===== src/rtl/fb_write_scheduler.sv =====
// Framebuffer write sequencer: expands full-screen clears and clipped square
// brush stamps into one registered pixel write per cycle on a single port.
module fb_write_scheduler #(
  parameter int WIDTH  = 640,
  parameter int HEIGHT = 480
) (
  input  logic       clk,
  input  logic       reset,
  input  logic       clear_req,
  input  logic       clear_color,
  input  logic       stamp_req,
  input  logic [9:0] cursor_x,
  input  logic [8:0] cursor_y,
  input  logic       stamp_color,
  input  logic [3:0] brush_size,
  output logic       busy,
  output logic       done,
  output logic [9:0] fb_x,
  output logic [8:0] fb_y,
  output logic       fb_color,
  output logic       fb_write,
  output logic [1:0] state_dbg
);

  // Protocol: clear_req/stamp_req are single-cycle valids with no ready; a
  // request is taken only in IDLE (a clear is remembered in clear_pend
  // otherwise). fb_write is a valid with an always-ready sink, so every
  // registered fb_write=1 cycle is exactly one accepted pixel.
  localparam logic [1:0] S_IDLE  = 2'd0;
  localparam logic [1:0] S_CLEAR = 2'd1;
  localparam logic [1:0] S_STAMP = 2'd2;
  localparam logic [1:0] S_DONE  = 2'd3;

  logic [1:0]  state;
  logic        clear_pend;
  logic        color;
  logic [9:0]  cx;
  logic [8:0]  cy;
  logic [9:0]  x0;
  logic [8:0]  y0;
  logic [3:0]  size;
  logic [3:0]  dx;
  logic [3:0]  dy;
  logic [10:0] sum_x;
  logic [9:0]  sum_y;
  logic        clip;
  logic        clear_last;
  logic        stamp_last;
  logic        start_clear;

  assign state_dbg   = state;
  // One bit of headroom so a stamp hanging off the edge never aliases on-screen.
  assign sum_x       = {1'b0, x0} + {7'd0, dx};
  assign sum_y       = {1'b0, y0} + {6'd0, dy};
  assign clip        = (sum_x >= 11'(WIDTH)) || (sum_y >= 10'(HEIGHT));
  assign clear_last  = (cx == 10'(WIDTH - 1)) && (cy == 9'(HEIGHT - 1));
  assign stamp_last  = (dx == size - 4'd1) && (dy == size - 4'd1);
  assign start_clear = (state == S_IDLE) && (clear_pend || clear_req);

  always_ff @(posedge clk) begin
    if (!reset) begin
      state      <= S_IDLE;
      clear_pend <= 1'b0;
      color      <= 1'b0;
      cx         <= '0;
      cy         <= '0;
      x0         <= '0;
      y0         <= '0;
      size       <= 4'd1;
      dx         <= '0;
      dy         <= '0;
      busy       <= 1'b0;
      done       <= 1'b0;
      fb_x       <= '0;
      fb_y       <= '0;
      fb_color   <= 1'b0;
      fb_write   <= 1'b0;
    end else begin
      busy     <= 1'b0;
      done     <= 1'b0;
      fb_write <= 1'b0;
      fb_color <= 1'b0;

      if (start_clear)
        clear_pend <= 1'b0;
      else if (state != S_CLEAR && clear_req)
        clear_pend <= 1'b1;

      case (state)
        S_IDLE: begin
          if (start_clear) begin
            state <= S_CLEAR;
            color <= clear_color;
            cx    <= '0;
            cy    <= '0;
          end else if (stamp_req) begin
            state <= S_STAMP;
            color <= stamp_color;
            x0    <= cursor_x;
            y0    <= cursor_y;
            size  <= (brush_size == 4'd0) ? 4'd1 : brush_size;
            dx    <= '0;
            dy    <= '0;
          end
        end
        S_CLEAR: begin
          busy     <= 1'b1;
          fb_write <= 1'b1;
          fb_color <= color;
          fb_x     <= cx;
          fb_y     <= cy;
          if (cx == 10'(WIDTH - 1)) begin
            cx <= '0;
            cy <= cy + 9'd1;
          end else begin
            cx <= cx + 10'd1;
          end
          if (clear_last)
            state <= S_DONE;
        end
        S_STAMP: begin
          // Clipped pixels still burn their cycle so stamp length is size^2.
          busy     <= 1'b1;
          fb_write <= !clip;
          fb_color <= color;
          fb_x     <= sum_x[9:0];
          fb_y     <= sum_y[8:0];
          if (dx == size - 4'd1) begin
            dx <= '0;
            dy <= dy + 4'd1;
          end else begin
            dx <= dx + 4'd1;
          end
          if (stamp_last)
            state <= S_DONE;
        end
        default: begin
          done  <= 1'b1;
          state <= S_IDLE;
        end
      endcase
    end
  end

endmodule


===== config.mk =====
export PLATFORM = sky130hd
export DESIGN_NAME = fb_write_scheduler
export DESIGN_NICKNAME = d
export VERILOG_FILES = /design/src/rtl/fb_write_scheduler.sv
export SDC_FILE = /design/constraint.sdc
export NUM_CORES = 1
export LEC_CHECK = 0
export BUFFER_PORTS_ARGS = -buffer_cell sky130_fd_sc_hd__clkbuf_2
export CAP_MARGIN = 20
export CORE_ASPECT_RATIO = 0.75
export CORE_MARGIN = 4
export CORE_UTILIZATION = 41
export DETAILED_ROUTE_END_ITERATION = 8
export PLACE_DENSITY = 0.61
export SYNTH_ARGS = -nofsm -noshare
export SYNTH_HDL_FRONTEND = slang
export SYNTH_SLANG_ARGS = --single-unit

===== constraint.sdc =====
create_clock -name clk -period 6.1 [get_ports clk]
set_input_delay 0.915 -clock clk [delete_from_list [all_inputs] [get_ports clk]]
set_output_delay 0.915 -clock clk [all_outputs]
set_load 0.01 [all_outputs]

### Yosys cells after proc, flatten, opt, wreduce, memory -nomap -nowiden

Index checks and enable logic that the tools add are counted.

| storage, ports and cells | value |
|---|---|
| register bits | 77 |
| input port bits | 29 |
| output and inout bits | 25 |

| operators by class | value |
|---|---|
| add/sub/neg operators | 7 |
| order comparisons | 2 |
| equal/unequal tests | 15 |
| multiplexer cells | 25 |
| bitwise operators | 2 |
| reduce and logical (&&, ||, !) cells | 24 |

Operator list:

| kind | number |
|---|---|
| $pmux 10 s2 | 2 |
| $pmux 9 s2 | 2 |
| $mux 10 | 2 |
| $mux 4 | 5 |
| $mux 9 | 2 |
| $pmux 4 s2 | 2 |
| $ne 2x2->1 const B | 7 |
| $reduce_and 3->1 | 4 |
| $add 10x4->11 | 1 |
| $ge 11x10->1 const B | 1 |
| $add 10x1->10 const B | 1 |
| $add 9x4->10 | 1 |
| $eq 10x10->1 const B | 1 |
| $ge 10x9->1 const B | 1 |
| $add 9x1->9 const B | 1 |
| $eq 9x9->1 const B | 1 |
| $add 4x1->4 const B | 2 |
| $eq 4x4->1 | 2 |
| $mux 2 | 4 |
| $reduce_bool 2->1 | 4 |
| $pmux 2 s3 | 1 |
| $reduce_and 2->1 | 3 |
| $logic_and 1x1->1 | 4 |
| $logic_not 4->1 | 1 |
| 14 further kinds | 20 |

### Depth between registers and ports, before layout

Gate-level depths: netlist of run 1.

| logic depth | value |
|---|---|
| word-level depth | 5 |
| depth in mapped cells | 9 |

### Least setup slack after synthesis of run 1

Ideal clock, no wire load.

| timing path | value |
|---|---|
| path type | input port to flip-flop |
| start | input clear_req |
| end | register cy[7] |
| setup time | 137 ps |
| arrival time | 2050 ps |
| slack | 3914 ps |
| cell stages on the path | 6 |
| buffers on the path | 0 |
| path through | or3b_2 o21ai_0 a21oi_1 and4_1 xnor2_1 nor2_1 |

| between the ends | value |
|---|---|
| longest elaborated chain between the ends | 4 |

Ends and longest elaborated chain:

| what | line | text |
|---|---|---|
| start, declared | 9 | `input logic clear_req,` |
| $logic_or 1x1->1 | 58 | `assign start_clear = (state == S_IDLE) && (clear_pend \|\| clear_req);` |
| $logic_and 1x1->1 | 58 |  |
| $ne 2x2->1 (no source line) | -- |  |
| $reduce_and 3->1 (no source line) | -- |  |
| end signal, assigned | 114 | `cy <= cy + 9'd1;` |
| end, declared | 38 | `logic [8:0] cy;` |

No other way between the ends.
A chain may end at the register's enable or synchronous reset.

### Final worst setup path of run 1

| timing path | value |
|---|---|
| start | register state[1] (netlist: state_dbg[1]) |
| end | register dx[3] |

| between the ends | value |
|---|---|
| longest elaborated chain between the ends | 4 |
| elaborated cells on any way between the ends | 8 |

Ends and longest elaborated chain:

| what | line | text |
|---|---|---|
| start, declared | 34 | `logic [1:0] state;` |
| start signal, assigned | 62 | `state <= S_IDLE;` |
| start signal, assigned | 92 | `state <= S_CLEAR;` |
| start signal, assigned | 97 | `state <= S_STAMP;` |
| $logic_not 2->1 | 58, 89 |  |
| $logic_and 1x1->1 | 58 |  |
| $ne 2x2->1 (no source line) | -- |  |
| $reduce_and 3->1 (no source line) | -- |  |
| end signal, assigned | 132 | `dx <= dx + 4'd1;` |
| end, declared | 42 | `logic [3:0] dx;` |

Parallel ways exist; a longest one is shown, timed or not.

==> impl_metrics.tcl, run 1 <==
set metrics [dict create \
    overflow 0 \
    tritoncts "built" \
    stdcell_area_mm2 0.00471 \
    vias_per_cell 5.15 \
    synthTopCellsByArea "dfxtp_1 38%, nand2_1 6.9%, ha_1 5.2%, a21boi_0 4.2%, xnor2_1 3.9%" \
    fin_ws_ns 3.31 \
    detail_route.wl_per_cell_um 14.3 \
    clkTransAtPathRegs_ns 0.05 \
    worstHoldStart "fb_x[6]" \
    seqCellArea_mm2 0.00154 \
    die_h_um 94.5 \
    yosysUniqueCellTypes 54 \
    antenna_found_initial 0 \
    power_density_mw_per_mm2 392 \
    drive_above_1_share_pct 15.4 \
    critical_path.cell_chain "inv_1 > ha_1 > nor3b_1 > nand2_1 > o21ai_0 > nand4_1 > xor2_1 > nor2_1" \
    fin_crit_ns 2.79 \
    max_slew_margin_pct 41.9 \
    cts_hold_buf 0 \
    post_cts_buffers 0 \
    path_buf_inv 1 \
    die_w_um 123 \
    yosysWarnings 0 \
    yosys.area.top_type "dfxtp_1" \
    final_nets 564 \
    rows 31 \
    setup_viol 0 \
    ctsResizeCount 0 \
    coreArea_mm2 0.00970 \
    io_buffers 53 \
    io_pins 54 \
    grt_pass1_wl_um 15700 \
    maxSlewViolCount 0 \
    reg2reg_from "state_dbg[1]" \
    htree_levels 3 \
    clk_latency_ns 0.33 \
    crit_family "simple AND/OR/NAND/NOR gates" \
    slowest_stage "nand2_1" \
    synth_edf_count 0 \
    cts_made_buffers 9 \
    maxCapViolCount 0 \
    start_kind "flop" \
    cp.required_ns 6.31 \
    multi_input_area_mm2 0.00239 \
    synth.top_cell.area_share_pct 37.7 \
    cts_max_path_buffers 2 \
    place_congestion 0.884 \
    rsz0062_at_grt "no" \
    cp.arrival_ns 3.00 \
    hold_violations 0 \
    status "finished clean" \
    finalClockSkew_ns 0.00506 \
    fmax_mhz 358 \
    crit_path_end_kind "flop" \
    max_stage_delay_ns 0.60 \
    synth_cells 471 \
    fin_crit_sh_pct 45.7 \
    area.growth.synth_to_final_pct 15.2 \
    antenna_cells 0 \
    peakVddDrop_v 0.000203 \
    die_area_mm2 0.0117 \
    worstSetupStartpoint "state_dbg[1]" \
    drc 0 \
    ys_seq_area_share_pct 37.7 \
    synth_area_mm2 0.00409 \
    via_count 3361 \
    place_ws_ns 3.08 \
    grt_pass1_vias 3257 \
    grt_usage_pct 17.3 \
    wirelength_um 9320 \
    drtAntennaViolNets 0 \
    path_class "flop to flop" \
    worst_pin_slew_ns 0.871 \
    root_buffer "clkbuf_16" \
    ys_async_sr_fraction_pct 0 \
    setup_tns_ns 0 \
    dp_hpwl_um 6930 \
    path_max_fanout 25 \
    cellLeakagePower_nw 1.95 \
    ys.flop_type "dfxtp_1" \
    synth_nets 519 \
    floorplan.initialDensity_pct 42.2 \
    clkSinkCount 77 \
    n_fill_cell 949 \
    first_iter_violations 182 \
    synth.avg_cell_area_um2 8.68 \
    firstDrtPassIters 4 \
    synth_seq_cells 77 \
    dpl_cell_area_mm2 0.00443 \
    grt_max_degree 62 \
    hold_path_class "flop to flop" \
]
-- synthesized netlist by cell type (3+ instances only) --
cell and count:
a211oi_1 6, o21ai_0 19, and4_1 3, xnor2_1 18, nand2b_1 3, and2_1 3
nor3_1 10, nand4_1 12, ha_1 17, a31o_2 3, o21a_1 6, and3_1 3
nor2_1 37, nor2b_1 17, clkbuf_1 16, o211a_1 7, mux2i_1 7, dfxtp_1 77
xor2_1 17, nand2_1 75, a211o_1 4, nor3b_1 4, inv_1 14, a21oi_1 24
a21boi_0 23, nand3_1 8
-- final timing paths --
check	end	slack [ns]	cells after the start
max	dx[3]	3.31	8
min reg2reg	fb_x[6]	0.47	2
max reg2reg	dx[3]	3.31	8
min	fb_x[6]	0.47	2
-- worst reg2reg max path, delay by kind of cell (launching register included) --
family	cells	cell delay, ns
xor gates and xnor gates	1	0.17
DFF	1	0.34
AOI/OAI and AO/OA	1	0.48
buffers and inverters	1	0.09
and+or+nand+nor	4	1.25
adders and majority gates	1	0.34
-- metal layers --
metal / share of wire [%] / track usage (%)
met5: 0 / 0
met4: 2.4 / 6.91
met3: 4.8 / 4.73
met2: 43 / 26.5
met1: 50 / 23.0
-- report_power, final --
| group | total [mW] | internal [mW] | switching (mW) |
|---|---|---|---|
| sequential | 0.649 | 0.584 | 0.0652 |
| combinational | 0.703 | 0.263 | 0.440 |
| clock | 0.496 | 0.306 | 0.190 |
-- cell families after synthesis --
kind of cell / Yosys count / synth area share [%]
XOR/XNOR: 39 / 9.94
AND/OR/NAND/NOR: 183 / 21.7
flip-flops: 77 / 37.7
multiplexers: 7 / 1.71
AO/OA/AOI/OAI: 110 / 18.9
buffers and inverters: 36 / 3.92
adder cells (fa/ha/maj): 19 / 6.18
-- layout make-up --
| class | count | area share, % |
|---|---|---|
| clock buffer | 14 | 5.82 |
| multi-input combinational | 358 | 50.7 |
| timing repair buffer | 55 | 5.95 |
| clock inverter | 1 | 0.106 |
| inverter | 15 | 1.20 |
| tap | 132 | 3.51 |
| sequential | 77 | 32.7 |
-- state kept, by name, summed over array words and instances (netlist names), 2 cells and up --
| name | cells |
|---|---|
| dy | 4 |
| dx | 4 |
| cx | 10 |
| fb_y | 9 |
| cy | 9 |
| state_dbg | 2 |
| y0 | 9 |
| x0 | 10 |
| size | 4 |
| fb_x | 10 |
-- through the flow --
step | std cells | util (%) | total power, mW | hold WS (ns)
2_1_floorplan | 471 | - | 1.18 | 0.444
3_3_place_gp | 637 | 45.7 | 1.36 | 0.461
3_5_place_dp | 637 | 45.7 | 1.37 | 0.467
4_1_cts | 652 | 48.6 | 1.87 | 0.476
5_1_grt | 652 | 48.6 | 1.99 | 0.496
6_report | 652 | 48.6 | 1.85 | 0.472
-- layout by cell type, fill, tap and decap left out, types with 6 or more instances in the layout --
master | synthesis | final
a211oi_1 | 6 | 6
a21boi_0 | 23 | 23
a21oi_1 | 24 | 24
clkbuf_16 | 0 | 9
clkbuf_2 | 0 | 53
dfxtp_1 | 77 | 77
ha_1 | 17 | 17
inv_1 | 14 | 14
mux2i_1 | 7 | 7
nand2_1 | 75 | 75
nand3_1 | 8 | 8
nand4_1 | 12 | 12
nor2_1 | 37 | 37
nor2b_1 | 17 | 17
nor3_1 | 10 | 10
o211a_1 | 7 | 7
o21a_1 | 6 | 6
o21ai_0 | 19 | 19
xnor2_1 | 18 | 18
xor2_1 | 17 | 17
No activity file was read; power rests on OpenSTA's default activity.
==> inputs of run 2 (changes only) <==
--- a/config.mk
+++ b/config.mk
@@ -5,6 +5,7 @@
 export SDC_FILE = /design/constraint.sdc
 export NUM_CORES = 1
 export LEC_CHECK = 0
+export ABC_AREA = 1
 export BUFFER_PORTS_ARGS = -buffer_cell sky130_fd_sc_hd__clkbuf_2
 export CAP_MARGIN = 20
 export CORE_ASPECT_RATIO = 0.75
==> constraint.sdc (replaced) <==
create_clock -name clk -period 2.75 [get_ports clk]
set_input_delay 0.4125 -clock clk [delete_from_list [all_inputs] [get_ports clk]]
set_output_delay 0.4125 -clock clk [all_outputs]
set_load 0.01 [all_outputs]
==> impl_metrics.tcl, run 2 <==
set metrics [dict create \
    setup_viol 0 \
    firstDrtPassIters 5 \
    synth.area.mux_share_pct 0 \
    setup_tns_ns 0 \
    yosys.area_share.simple_pct 27.0 \
    tritoncts "built" \
    place_ws_ns 0.669 \
    vias_per_cell 5.08 \
    ctsResizeCount 0 \
    synth_area_mm2 0.00405 \
    start_kind "flop" \
    cp.required_ns 2.96 \
    drive_above_1_share_pct 14.0 \
    synth_common_cells "123 x nand2_1, 77 x dfxtp_1, 68 x a21oi_1, 64 x inv_1, 56 x nor2_1" \
    yosysUniqueCellTypes 35 \
    fin_ws_ns 0.659 \
    ys_async_sr_fraction_pct 0 \
    first_iter_violations 167 \
    reg2reg_to "size[2]" \
    dp_hpwl_um 7950 \
    cts_hold_buf 0 \
    layout_common_cells "123 x nand2_1, 77 x dfxtp_1, 68 x a21oi_1" \
    synth_nets 632 \
    die_w_um 123 \
    top_regs "cx (10), fb_x (10), x0 (10)" \
    via_count 3910 \
    die_area_mm2 0.0116 \
    cts_made_buffers 9 \
    synth_xor_area_share_pct 2.16 \
    die_h_um 94.1 \
    grt_max_degree 38 \
    grt_pass1_wl_um 17600 \
    floorplan.initialDensity_pct 42.0 \
    antenna_found_initial 0 \
    synth_fa_ha_area_share_pct 6.24 \
    n_fill_cell 1004 \
    path_max_fanout 37 \
    fin_crit_ns 2.09 \
    max_slew_margin_pct 49.6 \
    wirelength_um 10600 \
    ys.flop_type "dfxtp_1" \
    grt_pass1_vias 3742 \
    endpoint "size[2]" \
    synth.top_cell.area_share_pct 38.0 \
    overflow 0 \
    antenna_cells 0 \
    fmax_mhz 478 \
    crit_path_end_kind "flop" \
    htree_levels 3 \
    synth.avg_cell_area_um2 6.94 \
    maxSlewViolCount 0 \
    coreArea_mm2 0.00966 \
    synthTopCellsByArea "dfxtp_1 38%, nand2_1 11%, a21oi_1 8.4%, o21ai_0 5.9%, inv_1 5.9%" \
    fin_util_pct 49.0 \
    clkTransAtPathRegs_ns 0.06 \
    power_density_mw_per_mm2 898 \
    worst_pin_slew_ns 0.754 \
    status "finished clean" \
    post_cts_buffers 0 \
    hold_path_class "primary input to flop" \
    root_buffer "clkbuf_16" \
    worstSetupStartpoint "state_dbg[0]" \
    ys_seq_area_share_pct 38.0 \
    yosysWarnings 0 \
    seqCellArea_mm2 0.00154 \
    synth_top_family_by_area "simple AND/OR/NAND/NOR gates" \
    synth-compound-area-share_pct 18.2 \
    fin_crit_sh_pct 76.0 \
    detail_route.wl_per_cell_um 13.8 \
    rsz0062_at_grt "no" \
    synth.most_common_cell "nand2_1" \
    final_common_cell "nand2_1" \
    clk_latency_ns 0.34 \
    synth_seq_cells 77 \
    maxCapViolCount 0 \
    area.growth.synth_to_final_pct 16.9 \
    reg2reg_from "state_dbg[0]" \
    path_class "flop to flop" \
    io_buffers 53 \
    io_pins 54 \
    cts_max_path_buffers 2 \
    hold_violations 0 \
    synth_cells 584 \
    place_congestion 0.874 \
    drtAntennaViolNets 0 \
    grt_usage_pct 19.4 \
    multi_input_area_mm2 0.00217 \
    reg2regPathDepth 8 \
    final_nets 680 \
    rows 31 \
    cellLeakagePower_nw 2.07 \
    cp.arrival_ns 2.30 \
    finalClockSkew_ns 0.00833 \
    synth_edf_count 0 \
    yosys.area.top_type "dfxtp_1" \
    drc 0 \
    peakVddDrop_v 0.000482 \
    rrSetupSlack_ns 0.66 \
    clkSinkCount 77 \
]
-- run 2: cell types whose count changed in the layout (fill, tap and decap cells not counted), sizes merged, moves of 9 or more --
cell / previous run / this run
nand3: 8 / 40
nor2b: 17 / 0
inv: 14 / 68
nand2: 75 / 125
a21boi: 23 / 0
a21oi: 24 / 68
o21ai: 20 / 53
xor2: 17 / 8
xnor2: 18 / 2
nor2: 37 / 60
-- run 2: final cells by class --
class | count | share of cell area [%]
clock buffer | 10 | 5.04
tap | 132 | 3.49
inverter | 68 | 5.44
multi-input combinational | 418 | 45.8
clock inverter | 6 | 1.29
sequential | 77 | 32.5
timing repair buffer | 58 | 6.39
-- run 2: how the worst min path moves through the flow --
| stage | start | to | cells after the start |
|---|---|---|---|
| after global placement | color | fb_color | 2 |
| after global routing | cursor_x[0] | x0[0] | 3 |
| after detailed placement | color | fb_color | 2 |
| final | cursor_x[0] | x0[0] | 3 |
| after floorplan | color | fb_color | 2 |
| after CTS | cursor_x[0] | x0[0] | 3 |
-- run 2: through the flow --
stage          std cells  cell area, um2  hold WS (ns)  total power, mW
2_1_floorplan        584            4050         0.416             2.56
3_3_place_gp         753            4440         0.454             3.06
3_5_place_dp         753            4440         0.455             3.08
4_1_cts              769            4740         0.292             4.29
5_1_grt              769            4740         0.303             4.57
6_report             769            4740         0.297             4.25
-- run 2: routing by layer --
layer	part of all wire, %	track usage [%]	routed length, um	vias up
met5	0	0	0	-
met4	2.3	6.71	240	0
met3	5.5	5.72	589	18
met2	42	29.9	4440	77
met1	50	25.8	5360	1789
li1	-	-	-	2026
-- run 2: critical path: stages, from the launching register on --
cell	delay, ns
dfxtp_1	0.33
inv_1	0.10
ha_1	0.35
nand2_1	0.18
nor2_4	0.31
inv_1	0.12
buf_4	0.26
o21ai_0	0.25
a21oi_1	0.06
-- run 2: cell families (layout without fill, tap and decap cells) --
family | after synthesis | count (layout)
AND/OR/NAND/NOR | 253 | 253
AO/OA/AOI/OAI | 136 | 136
buffers and inverters | 89 | 142
flip-flops | 77 | 77
adder cells (fa/ha/maj) | 19 | 19
XOR/XNOR | 10 | 10
-- run 2: where the power goes --
part,internal [mW],total [mW],switching (mW)
registers,1.34,1.50,0.167
logic,0.515,1.55,1.04
clock network,0.725,1.20,0.472
